`src/rtl/partition_mon_pkg.sv`:
```
// Shared constants for the partition error monitor.
// State codes, width helpers and a clog2 usable in parameter math.
package partition_mon_pkg;

  localparam logic [1:0] IDLE  = 2'd0;
  localparam logic [1:0] SWEEP = 2'd1;
  localparam logic [1:0] DRAIN = 2'd2;
  localparam logic [1:0] DONE  = 2'd3;

  localparam int N_IN_DEF  = 7;
  localparam int N_OUT_DEF = 4;

  function automatic int clog2(input int v);
    int r;
    r = 0;
    while ((1 << r) < v) r++;
    return r;
  endfunction

  function automatic int w_hdv(input int n_out);
    return clog2(n_out + 1);
  endfunction

  function automatic int w_err(input int n_in);
    return n_in + 1;
  endfunction

  function automatic int w_hd(input int n_in, input int n_out);
    return n_in + 1 + clog2(n_out + 1);
  endfunction

  function automatic int w_abs(input int n_in, input int n_out);
    return n_in + n_out;
  endfunction

endpackage

```
`src/rtl/partition_error_monitor_if.sv`:
```
// Vector/response bus between the monitor and a partition pair.
// master = monitor side, slave = partition side.
interface partition_error_monitor_if #(
  parameter int N_IN  = 7,
  parameter int N_OUT = 4
);
  logic [N_IN-1:0]  pi;
  logic [N_OUT-1:0] po_exact;
  logic [N_OUT-1:0] po_approx;

  modport master (
    output pi,
    input  po_exact,
    input  po_approx
  );

  modport slave (
    input  pi,
    output po_exact,
    output po_approx
  );
endinterface

```
`src/rtl/partition_err_metric.sv`:
```
// Per-vector error metrics for one exact/approx response pair.
// Pure combinational; shared with the golden model wrapper.
module partition_err_metric
  import partition_mon_pkg::*;
#(
  parameter int N_OUT = 4,
  localparam int W_HDV = w_hdv(N_OUT)
) (
  input  logic [N_OUT-1:0] po_exact,
  input  logic [N_OUT-1:0] po_approx,
  output logic [W_HDV-1:0] hd,
  output logic [N_OUT-1:0] ad,
  output logic             mismatch
);

  logic [N_OUT-1:0] diff;

  always_comb begin
    diff = po_exact ^ po_approx;
    hd   = '0;
    for (int i = 0; i < N_OUT; i++)
      hd = hd + W_HDV'(diff[i]);
    if (po_exact >= po_approx)
      ad = po_exact - po_approx;
    else
      ad = po_approx - po_exact;
    mismatch = |diff;
  end

endmodule

```
`src/rtl/partition_error_monitor.sv`:
```
// Exhaustive sweep driver and error accumulator for a partition pair.
// Responses are qualified by a valid bit delayed LAT cycles.
module partition_error_monitor
  import partition_mon_pkg::*;
#(
  parameter int N_IN  = N_IN_DEF,
  parameter int N_OUT = N_OUT_DEF,
  parameter int LAT   = 1,
  localparam int W_ERR = w_err(N_IN),
  localparam int W_HD  = w_hd(N_IN, N_OUT),
  localparam int W_ABS = w_abs(N_IN, N_OUT),
  localparam int W_HDV = w_hdv(N_OUT)
) (
  input  logic                  clk,
  input  logic                  rst,
  input  logic                  start,
  partition_error_monitor_if.master part,
  output logic                  busy,
  output logic                  done,
  output logic [W_ERR-1:0]      err_vec,
  output logic [W_HD-1:0]       hd_sum,
  output logic [W_ABS-1:0]      abs_sum,
  output logic [N_OUT-1:0]      max_abs
);

  localparam longint NV = longint'(1) << N_IN;
  localparam longint MAX_AD = (longint'(1) << N_OUT) - 1;
  localparam int W_DC = (LAT > 1) ? clog2(LAT) : 1;

  if (NV >= (longint'(1) << W_ERR)) begin : g_err_w
    $error("err_vec too narrow for sweep");
  end
  if (NV * N_OUT >= (longint'(1) << W_HD)) begin : g_hd_w
    $error("hd_sum too narrow for sweep");
  end
  if (NV * MAX_AD >= (longint'(1) << W_ABS)) begin : g_abs_w
    $error("abs_sum too narrow for sweep");
  end
  if (LAT < 0) begin : g_lat_w
    $error("LAT must be non-negative");
  end

  logic [1:0]       state;
  logic [N_IN-1:0]  pi_q;
  logic [W_DC-1:0]  dcnt;
  logic             sweep;
  logic             valid;
  logic             last_vec;
  logic             drain_last;
  logic             accept;

  logic [W_HDV-1:0] hd;
  logic [N_OUT-1:0] ad;
  logic             mism;

  assign part.pi    = pi_q;
  assign sweep      = (state == SWEEP);
  assign busy       = sweep | (state == DRAIN);
  assign last_vec   = (pi_q == {N_IN{1'b1}});
  assign drain_last = (int'(dcnt) == LAT - 1);
  assign accept     = start &
                      ((state == IDLE) | (state == DONE));

  // valid bit travels alongside each vector through the DUT latency
  if (LAT == 0) begin : g_comb
    assign valid = sweep;
  end else begin : g_pipe
    logic [LAT-1:0] vsr;
    always_ff @(posedge clk) begin
      if (rst) begin
        vsr <= '0;
      end else begin
        vsr[0] <= sweep;
        for (int i = 1; i < LAT; i++)
          vsr[i] <= vsr[i-1];
      end
    end
    assign valid = vsr[LAT-1];
  end

  partition_err_metric #(
    .N_OUT(N_OUT)
  ) u_metric (
    .po_exact (part.po_exact),
    .po_approx(part.po_approx),
    .hd       (hd),
    .ad       (ad),
    .mismatch (mism)
  );

  always_ff @(posedge clk) begin
    if (rst) begin
      state <= IDLE;
      pi_q  <= '0;
      dcnt  <= '0;
      done  <= 1'b0;
    end else begin
      done <= 1'b0;
      unique case (state)
        IDLE, DONE: begin
          if (start) begin
            state <= SWEEP;
            pi_q  <= '0;
          end
        end
        SWEEP: begin
          if (last_vec) begin
            dcnt <= '0;
            if (LAT == 0) begin
              state <= DONE;
              done  <= 1'b1;
            end else begin
              state <= DRAIN;
            end
          end else begin
            pi_q <= pi_q + N_IN'(1);
          end
        end
        DRAIN: begin
          if (drain_last) begin
            state <= DONE;
            done  <= 1'b1;
          end else begin
            dcnt <= dcnt + W_DC'(1);
          end
        end
        default: state <= IDLE;
      endcase
    end
  end

  always_ff @(posedge clk) begin
    if (rst || accept) begin
      err_vec <= '0;
      hd_sum  <= '0;
      abs_sum <= '0;
      max_abs <= '0;
    end else if (valid) begin
      err_vec <= err_vec + W_ERR'(mism);
      hd_sum  <= hd_sum + W_HD'(hd);
      abs_sum <= abs_sum + W_ABS'(ad);
      if (ad > max_abs)
        max_abs <= ad;
    end
  end

endmodule

```
`src/flat_wrapper.sv`:
```
// flat-port wrapper written by rule: the top's interface ports become plain ports
module partition_error_monitor_flat import partition_mon_pkg::*;
#(
  parameter int N_IN  = N_IN_DEF,
  parameter int N_OUT = N_OUT_DEF,
  parameter int LAT   = 1,
  localparam int W_ERR = w_err(N_IN),
  localparam int W_HD  = w_hd(N_IN, N_OUT),
  localparam int W_ABS = w_abs(N_IN, N_OUT),
  localparam int W_HDV = w_hdv(N_OUT)
)
  (clk, rst, start, busy, done, err_vec, hd_sum, abs_sum, max_abs, part_pi, part_po_exact, part_po_approx);
  partition_error_monitor_if #(.N_IN(N_IN), .N_OUT(N_OUT)) part_i ();
  input  logic clk;
  input  logic rst;
  input  logic start;
  output logic busy;
  output logic done;
  output logic [W_ERR-1:0] err_vec;
  output logic [W_HD-1:0] hd_sum;
  output logic [W_ABS-1:0] abs_sum;
  output logic [N_OUT-1:0] max_abs;
  output wire logic [$bits(part_i.pi)-1:0] part_pi;
  input wire logic [$bits(part_i.po_exact)-1:0] part_po_exact;
  input wire logic [$bits(part_i.po_approx)-1:0] part_po_approx;
  assign part_pi = part_i.pi;
  assign part_i.po_exact = part_po_exact;
  assign part_i.po_approx = part_po_approx;
  partition_error_monitor #(.N_IN(N_IN), .N_OUT(N_OUT), .LAT(LAT)) u_core (.clk(clk), .rst(rst), .start(start), .part(part_i), .busy(busy), .done(done), .err_vec(err_vec), .hd_sum(hd_sum), .abs_sum(abs_sum), .max_abs(max_abs));
endmodule
```
`config.mk`:
```
export PLATFORM = sky130hd
export DESIGN_NAME = partition_error_monitor_flat
export DESIGN_NICKNAME = d
export VERILOG_FILES = /design/src/rtl/partition_mon_pkg.sv /design/src/rtl/partition_error_monitor_if.sv /design/src/rtl/partition_err_metric.sv /design/src/rtl/partition_error_monitor.sv /design/src/flat_wrapper.sv
export SDC_FILE = /design/constraint.sdc
export NUM_CORES = 1
export LEC_CHECK = 0
export CAP_MARGIN = 20
export CORE_MARGIN = 8
export CORE_UTILIZATION = 33
export DETAILED_ROUTE_END_ITERATION = 12
export GPL_ROUTABILITY_DRIVEN = 0
export GPL_TIMING_DRIVEN = 0
export PLACE_DENSITY = 0.59
export SYNTH_ARGS = -nofsm -noshare
export SYNTH_HDL_FRONTEND = slang
export SYNTH_HIERARCHICAL = 1
export SYNTH_SLANG_ARGS = --single-unit
```
`constraint.sdc`:
```
create_clock -name clk -period 3.4 [get_ports clk]
set_clock_uncertainty 0.05 [all_clocks]
set_input_delay 0.68 -clock clk [delete_from_list [all_inputs] [get_ports clk]]
set_output_delay 0.68 -clock clk [all_outputs]
set_load 0.03 [all_outputs]
```
### Word level (Yosys, flattened, before mapping)

Index checks and enable logic that the tools add are counted.

| operators by class | value |
|---|---|
| bitwise operators | 5 |
| reductions and logical operators | 11 |
| $add $sub $neg | 10 |
| mux-type cells | 12 |
| $lt $le $gt $ge | 2 |
| equal/unequal tests | 8 |

Operators with widths:

| operator | number |
|---|---|
| $mux 7 | 2 |
| $pmux 7 s2 | 1 |
| $add 11x3->11 | 1 |
| $add 11x4->11 | 1 |
| $add 8x1->8 | 1 |
| $ne 2x2->1 const B | 4 |
| $sub 4x4->4 | 2 |
| $add 7x1->7 const B | 1 |
| $eq 7x7->1 const B | 1 |
| $mux 2 | 3 |
| $pmux 2 s3 | 1 |
| $reduce_and 3->1 | 2 |
| $eq 2x2->1 const B | 2 |
| $ge 4x4->1 | 1 |
| $gt 4x4->1 | 1 |
| $mux 4 | 1 |
| $reduce_and 2->1 | 2 |
| $reduce_bool 2->1 | 2 |
| $reduce_or 2->1 | 2 |
| $reduce_or 4->1 | 1 |
| $xor 4x4->4 | 1 |
| $add 2x1->3 | 1 |
| $add 3x1->3 | 1 |
| $mux 1 | 3 |
| 9 further kinds | 10 |

| word-level totals | value |
|---|---|
| output and inout bits | 43 |
| word-level logic and storage cells | 57 |
| input bits | 11 |
| bits in registers | 46 |

### Longest topological paths before layout

| depth | value |
|---|---|
| word-level depth | 5 |
| gate-level depth with buffers | 13 |
| depth with buffers taken out | 13 |

### Modules after synthesis

Netlist, hierarchy kept.

Modules (own cells, without submodules):

| module | instances | seq. area each (µm²) | cells each | area each (µm²) |
|---|---|---|---|---|
| partition_error_monitor | 1 | 900.9 | 264 | 2334.7 |
| partition_err_metric | 1 | 0.0 | 46 | 380.4 |

### Worst setup path after synthesis

No wires, ideal clock.

| timing path | value |
|---|---|
| path type | input -> register |
| start point | input part_po_exact[0] |
| end point | register u_core.abs_sum[10] |
| buffers on the path | 0 |
| data arrival time | 3153 ps |
| slack | 125 ps |
| data required time | 3278 ps |
| library setup time | 72 ps |
| cell stages on the path | 13 |
| path through | inv_1 ha_1 fa_1 a21bo_2 nand3_1 nand2_1 mux2i_1 inv_1 fa_1 nor2b_1 o21ai_1 a211oi_1 mux2i_1 |

| on the way | value |
|---|---|
| cells in the longest elaborated chain, start to end | 3 |
| elaborated cells on any way between the ends | 5 |
| those cells by class | add/sub: 3; order compare: 1; mux: 1 |

RTL lines:

| element | line | source |
|---|---|---|
| start: declaration | flat_wrapper.sv:24 | `input wire logic [$bits(part_i.po_exact)-1:0] part_po_exact;` |
| $sub 4x4->4 (tied with other cells) | partition_err_metric.sv:26 | `ad = po_approx - po_exact;` |
| $mux 4 * | partition_err_metric.sv:23 | `if (po_exact >= po_approx)` |
| named net u_core.ad[1] | partition_error_monitor.sv:53 | `logic [N_OUT-1:0] ad;` |
| $add 11x4->11 * | partition_error_monitor.sv:141 | `abs_sum <= abs_sum + W_ABS'(ad);` |
| end signal: assignment | partition_error_monitor.sv:141 |  |
| end: declaration | partition_error_monitor.sv:22 | `output logic [W_ABS-1:0] abs_sum,` |

Mark *: on every way through the listed nets, which the timed path passes. The rest lies on a longest branch.
A chain may end at the register's enable or synchronous reset.

### Worst setup path after layout

| timing path | value |
|---|---|
| start point | input part_po_approx[0] |
| end point | register u_core.abs_sum[6] |

| on the way | value |
|---|---|
| cells in the longest elaborated chain, start to end | 3 |
| elaborated cells on any way between the ends | 5 |
| those cells by class | add/sub: 3; order compare: 1; mux: 1 |

RTL lines:

| element | line | source |
|---|---|---|
| start: declaration | flat_wrapper.sv:25 | `input wire logic [$bits(part_i.po_approx)-1:0] part_po_approx;` |
| $sub 4x4->4 (tied with other cells) | partition_err_metric.sv:26 |  |
| $mux 4 * | partition_err_metric.sv:23 |  |
| named net u_core.ad[1] | partition_error_monitor.sv:53 |  |
| $add 11x4->11 * | partition_error_monitor.sv:141 |  |

Marked as above.

==> PnR_summary.wiki <==
{| class="wikitable"
! Metric !! Value
|-
| Clock H-tree levels || 2
|-
| TritonCTS clock tree || built
|-
| Leftover overflow at the end of global routing || 0
|-
| Maximum clock path buffer count || 2
|-
| Die Ht || approximately 110 um
|-
| Tightest Pin Transition || 0.516 ns
|-
| Growth of design area from synthesis to finish || 37.0%
|-
| Setup slack at placement || -0.712 ns
|-
| Syn Nets || about 350
|-
| Gr usage total || 0.118
|-
| Number of max-slew violations in the final report || 0
|-
| Adder and majority gate portion of the synthesized area || 0.161
|-
| Aggregate routed wire length || a little under 7000 um
|-
| Worst path max stage delay || 0.46 ns
|-
| Critical path fanouts, max || 5
|-
| Die span in x || 107 um
|-
| Fmax || 0.304 GHz
|-
| ANT nets after route || 0
|-
| Initial standard-cell utilization of the core || 0.335
|-
| Worst setup startpoint || part_po_approx[0]
|-
| Post-detailed-route via-to-cell ratio || slightly above 5
|-
| Number of cells on the worst hold path || 2
|-
| Arrival @ worst endpoint || 3.46 ns
|-
| Share of cells above drive strength 1 || 0.146
|-
| Power per cell area || about 450 nW/um2
|-
| Register clock-pin slew on the reported worst setup and hold paths || roughly 0.08 ns
|-
| Maximum number of pins on one net before global-route repair || 14
|-
| Count leader, synth || sky130_fd_sc_hd__dfxtp_1
|-
| Worst r2r src || u_core/state[0]$_SDFFE_PP0P_
|-
| Core outline area || just over 8000 um2
|-
| Reg2Reg Depth || 6
|-
| Run status || completed
|-
| Hold buffer count at CTS || 0
|-
| Total number of nets in the final design || ~420
|-
| Die ar. || 11400 um2
|-
| Ys async rst share || 0
|-
| Per-instance average area after synthesis || about 8.8 um2
|-
| Number of antenna cells inserted || 0
|-
| Starting DRC count in detailed routing || 74
|-
| Port Buffers || 53
|-
| Standby leakage power || 1.37 nW
|-
| Part of the Yosys area used for sequential elements || 0.332
|-
| 1st-pass router iterations || 4
|-
| Clock period minus worst slack || 3.29 ns
|-
| Clk sink count || 45
|-
| Worst R2R Setup Slack || 1.51 ns
|-
| Simple-gate share of the synthesized area || 0.186
|-
| Yosys cell types || 46
|-
| Type of destination of the critical path || flop
|-
| Core occupancy in the finished layout || 0.460
|-
| Clock tree root driver cell || sky130_fd_sc_hd__clkbuf_8
|-
| Crit path setup slack, layout || between 0.1 and 0.15 ns
|-
| End of the worst hold path || u_core/max_abs[3]$_SDFFE_PP0P_
|-
| Synthesis Warnings || 6
|-
| Hold violation count in the final report || 0
|-
| Kind of start point of the critical path || primary input
|-
| Netlist area before placement || 2720 um2
|-
| Total number of vias || around 2400
|-
| Buf+Inv Stages, Crit Path || 2
|-
| Final HPWL DP || 5010 um
|-
| Data required time at the worst endpoint || 3.57 ns
|-
| First-pass GRT wire length || 11200 um
|-
| Initial antenna violation count || 0
|-
| Top cells by area, synth || sky130_fd_sc_hd__dfxtp_1 33%, sky130_fd_sc_hd__ha_1 12%, sky130_fd_sc_hd__mux2i_1 7.0%
|-
| Count of mapped cells out of synthesis || 310
|-
| Top flip-flop cell by instance count after synthesis || sky130_fd_sc_hd__dfxtp_1
|-
| Final routed wire length divided by cell count || 14.2 um
|-
| Max-cap viol count || 0
|-
| Yosys top cell by area || sky130_fd_sc_hd__dfxtp_1
|-
| Top-level port count || 54
|-
| Yosys top cell area share || 0.332
|-
| Synthesized-area fraction occupied by ao, oa, aoi and oai cells || 0.158
|-
| CTS buffer count || 5
|-
| Cell chain of the critical path || clkdlybuf4s50_1 > ha_4 > fa_2 > a21bo_4 > nand3_1 > nand2_2 > mux2i_4 > inv_2 > fa_2 > nor2b_4 > o21ai_4 > a2111o_1 > o21ai_0
|-
| Final total power || 1.68 mW
|-
| Type of the setup path with the least slack || primary input to flop
|-
| Std-Cell Rows || 33
|-
| Residual DRC count || 0
|-
| Setup-failing EPs final || 0
|-
| Main combinational cell family by area after synthesis || simple AND/OR/NAND/NOR gates
|-
| Latest clock arrival within the worst-skew pair || 0.29 ns
|-
| Critical-path cell with the highest stage delay || sky130_fd_sc_hd__clkdlybuf4s50_1
|-
| #FFs+latches synth || 45
|-
| Endpoint of the worst register-to-register path || u_core/hd_sum[1]$_SDFFE_PP0P_
|-
| Class of the worst hold path || flop to flop
|-
| Via count of the first global-routing pass || around 2400
|-
| Xor and xnor fraction of the mapped netlist area || 0.0387
|-
| Most Frequent Cell on Critical Path || sky130_fd_sc_hd__fa_2
|-
| Most frequent cells after synthesis || 45 x sky130_fd_sc_hd__dfxtp_1, 27 x sky130_fd_sc_hd__ha_1, 27 x sky130_fd_sc_hd__nor2_1, 25 x sky130_fd_sc_hd__nand2_1, 24 x sky130_fd_sc_hd__inv_1
|-
| Multiplexer share of the synthesized area || 0.0742
|-
| Largest voltage drop on the vdd net || approximately 0.00023 V
|-
| Tightest slew margin relative to the limit || 0.656
|-
| Hold path start || u_core/max_abs[3]$_SDFFE_PP0P_
|-
| Gate family responsible for the most delay along the worst path || adder cells
|-
| Number of enable-type register cells in the synthesized netlist || 0
|-
| Share of the clock period used by the worst path after layout || 0.968
|}
flip-flops by register name (all words and copies together) (netlist names):
name and count:
u_core/state 2, u_core/abs_sum 11, u_core/part.pi 7, u_core/hd_sum 11, u_core/max_abs 4, u_core/done 1, u_core/err_vec 8, u_core/g_pipe.vsr 1
cell families after synthesis:
family | Yosys count
AOI/OAI and AO/OA | 66
xor gates and xnor gates | 12
adders and majority gates | 32
buffers and inverters | 34
DFF | 45
muxes | 20
and+or+nand+nor | 101
cell usage in the layout (no fill, tap or decap), types with 3 or more instances in the layout:
cell type                         synthesis  routed
sky130_fd_sc_hd__a211oi_1                 6       3
sky130_fd_sc_hd__nor2_1                  27      27
sky130_fd_sc_hd__nor2b_1                  4       3
sky130_fd_sc_hd__inv_1                   24      21
sky130_fd_sc_hd__inv_2                    2       5
sky130_fd_sc_hd__and3_1                   4       4
sky130_fd_sc_hd__a21oi_1                 21      19
sky130_fd_sc_hd__clkdlybuf4s50_1          0      50
sky130_fd_sc_hd__buf_2                    4       4
sky130_fd_sc_hd__ha_1                    27      18
sky130_fd_sc_hd__o21ai_0                 15      13
sky130_fd_sc_hd__fa_2                     0       3
sky130_fd_sc_hd__mux2i_1                 19      17
sky130_fd_sc_hd__nand4_1                  8       8
sky130_fd_sc_hd__clkbuf_8                 0       5
sky130_fd_sc_hd__a211oi_2                 0       3
sky130_fd_sc_hd__or3_1                    7       7
sky130_fd_sc_hd__a21o_1                   5       5
sky130_fd_sc_hd__clkbuf_1                 3       4
sky130_fd_sc_hd__nand2_1                 25      24
sky130_fd_sc_hd__nand3_1                 10      10
sky130_fd_sc_hd__buf_4                    1       7
sky130_fd_sc_hd__ha_4                     0       8
sky130_fd_sc_hd__o21ai_1                  3       3
sky130_fd_sc_hd__xnor2_1                  4       4
sky130_fd_sc_hd__nand2b_1                 4       4
sky130_fd_sc_hd__xor2_1                   8       8
sky130_fd_sc_hd__dfxtp_1                 45      45
tightest hold or removal path: cells and delay by family, from the launching register on:
| family | cells | cell delay (ns) |
|---|---|---|
| simple gates | 1 | 0.06 |
| mux | 1 | 0.05 |
| flops | 1 | 0.33 |
through the flow:
| step | hold WS [ns] | instance area, um2 | cells | setup TNS [ns] |
|---|---|---|---|---|
| 6_report | 0.430 | 3720 | 482 | 0 |
| 5_1_grt | 0.451 | 3720 | 482 | -0.000118 |
| 4_1_cts | 0.436 | 3570 | 479 | 0 |
| 3_5_place_dp | 0.420 | 3380 | 468 | -11.36 |
| 3_3_place_gp | 0.415 | 3380 | 468 | -11.36 |
| 2_1_floorplan | 0.474 | 2720 | 310 | 0 |
report_power, final:
group          switching (mW)  total [mW]  internal [mW]
clock                   0.177       0.320          0.143
sequential             0.0343       0.599          0.565
combinational           0.434       0.757          0.323
total                   0.645        1.68           1.03
layout make-up:
class	count	area, um2
inverters	26	97.6
repair buffers	59	579
flip-flops and latches	45	901
multi-input cells	231	1890
clock buffers	6	72.6
plain buffers	8	38.8
clock inverters	2	10.0
well taps	105	131
fillers	816	4370
worst max-delay path by stage:
stage	endpoint	slack, ns	depth (start not counted)
after floorplan	u_core/abs_sum[10]$_SDFFE_PP0P_	0.13	13
after global placement	u_core/abs_sum[10]$_SDFFE_PP0P_	-0.74	14
after detailed placement	u_core/abs_sum[10]$_SDFFE_PP0P_	-0.71	14
after CTS	u_core/abs_sum[9]$_SDFFE_PP0P_	0.005	13
after global routing	u_core/hd_sum[8]$_SDFFE_PP0P_	-0.0001	12
final	u_core/abs_sum[6]$_SDFFE_PP0P_	0.11	13
timing repair:
item | in CTS | in global routing
cloned | 0 | 0
pin swaps | 5 | 11
endpoints found under the setup margin | 20 | 19
gates resized for setup | 21 | 26
setup buffers | 3 | 3
per-layer routing:
layer | vias to the layer above | GRT usage | routed length [um] | share of wire
met1 | 1173 | 0.135 | 3070 | 0.45
met4 | 0 | 0.0452 | 53 | 0.0078
met3 | 5 | 0.0288 | 293 | 0.043
li1 | 1217 | - | - | -
met5 | - | 0 | 0 | 0
met2 | 41 | 0.205 | 3420 | 0.50
(Power assumes the default switching activity.)
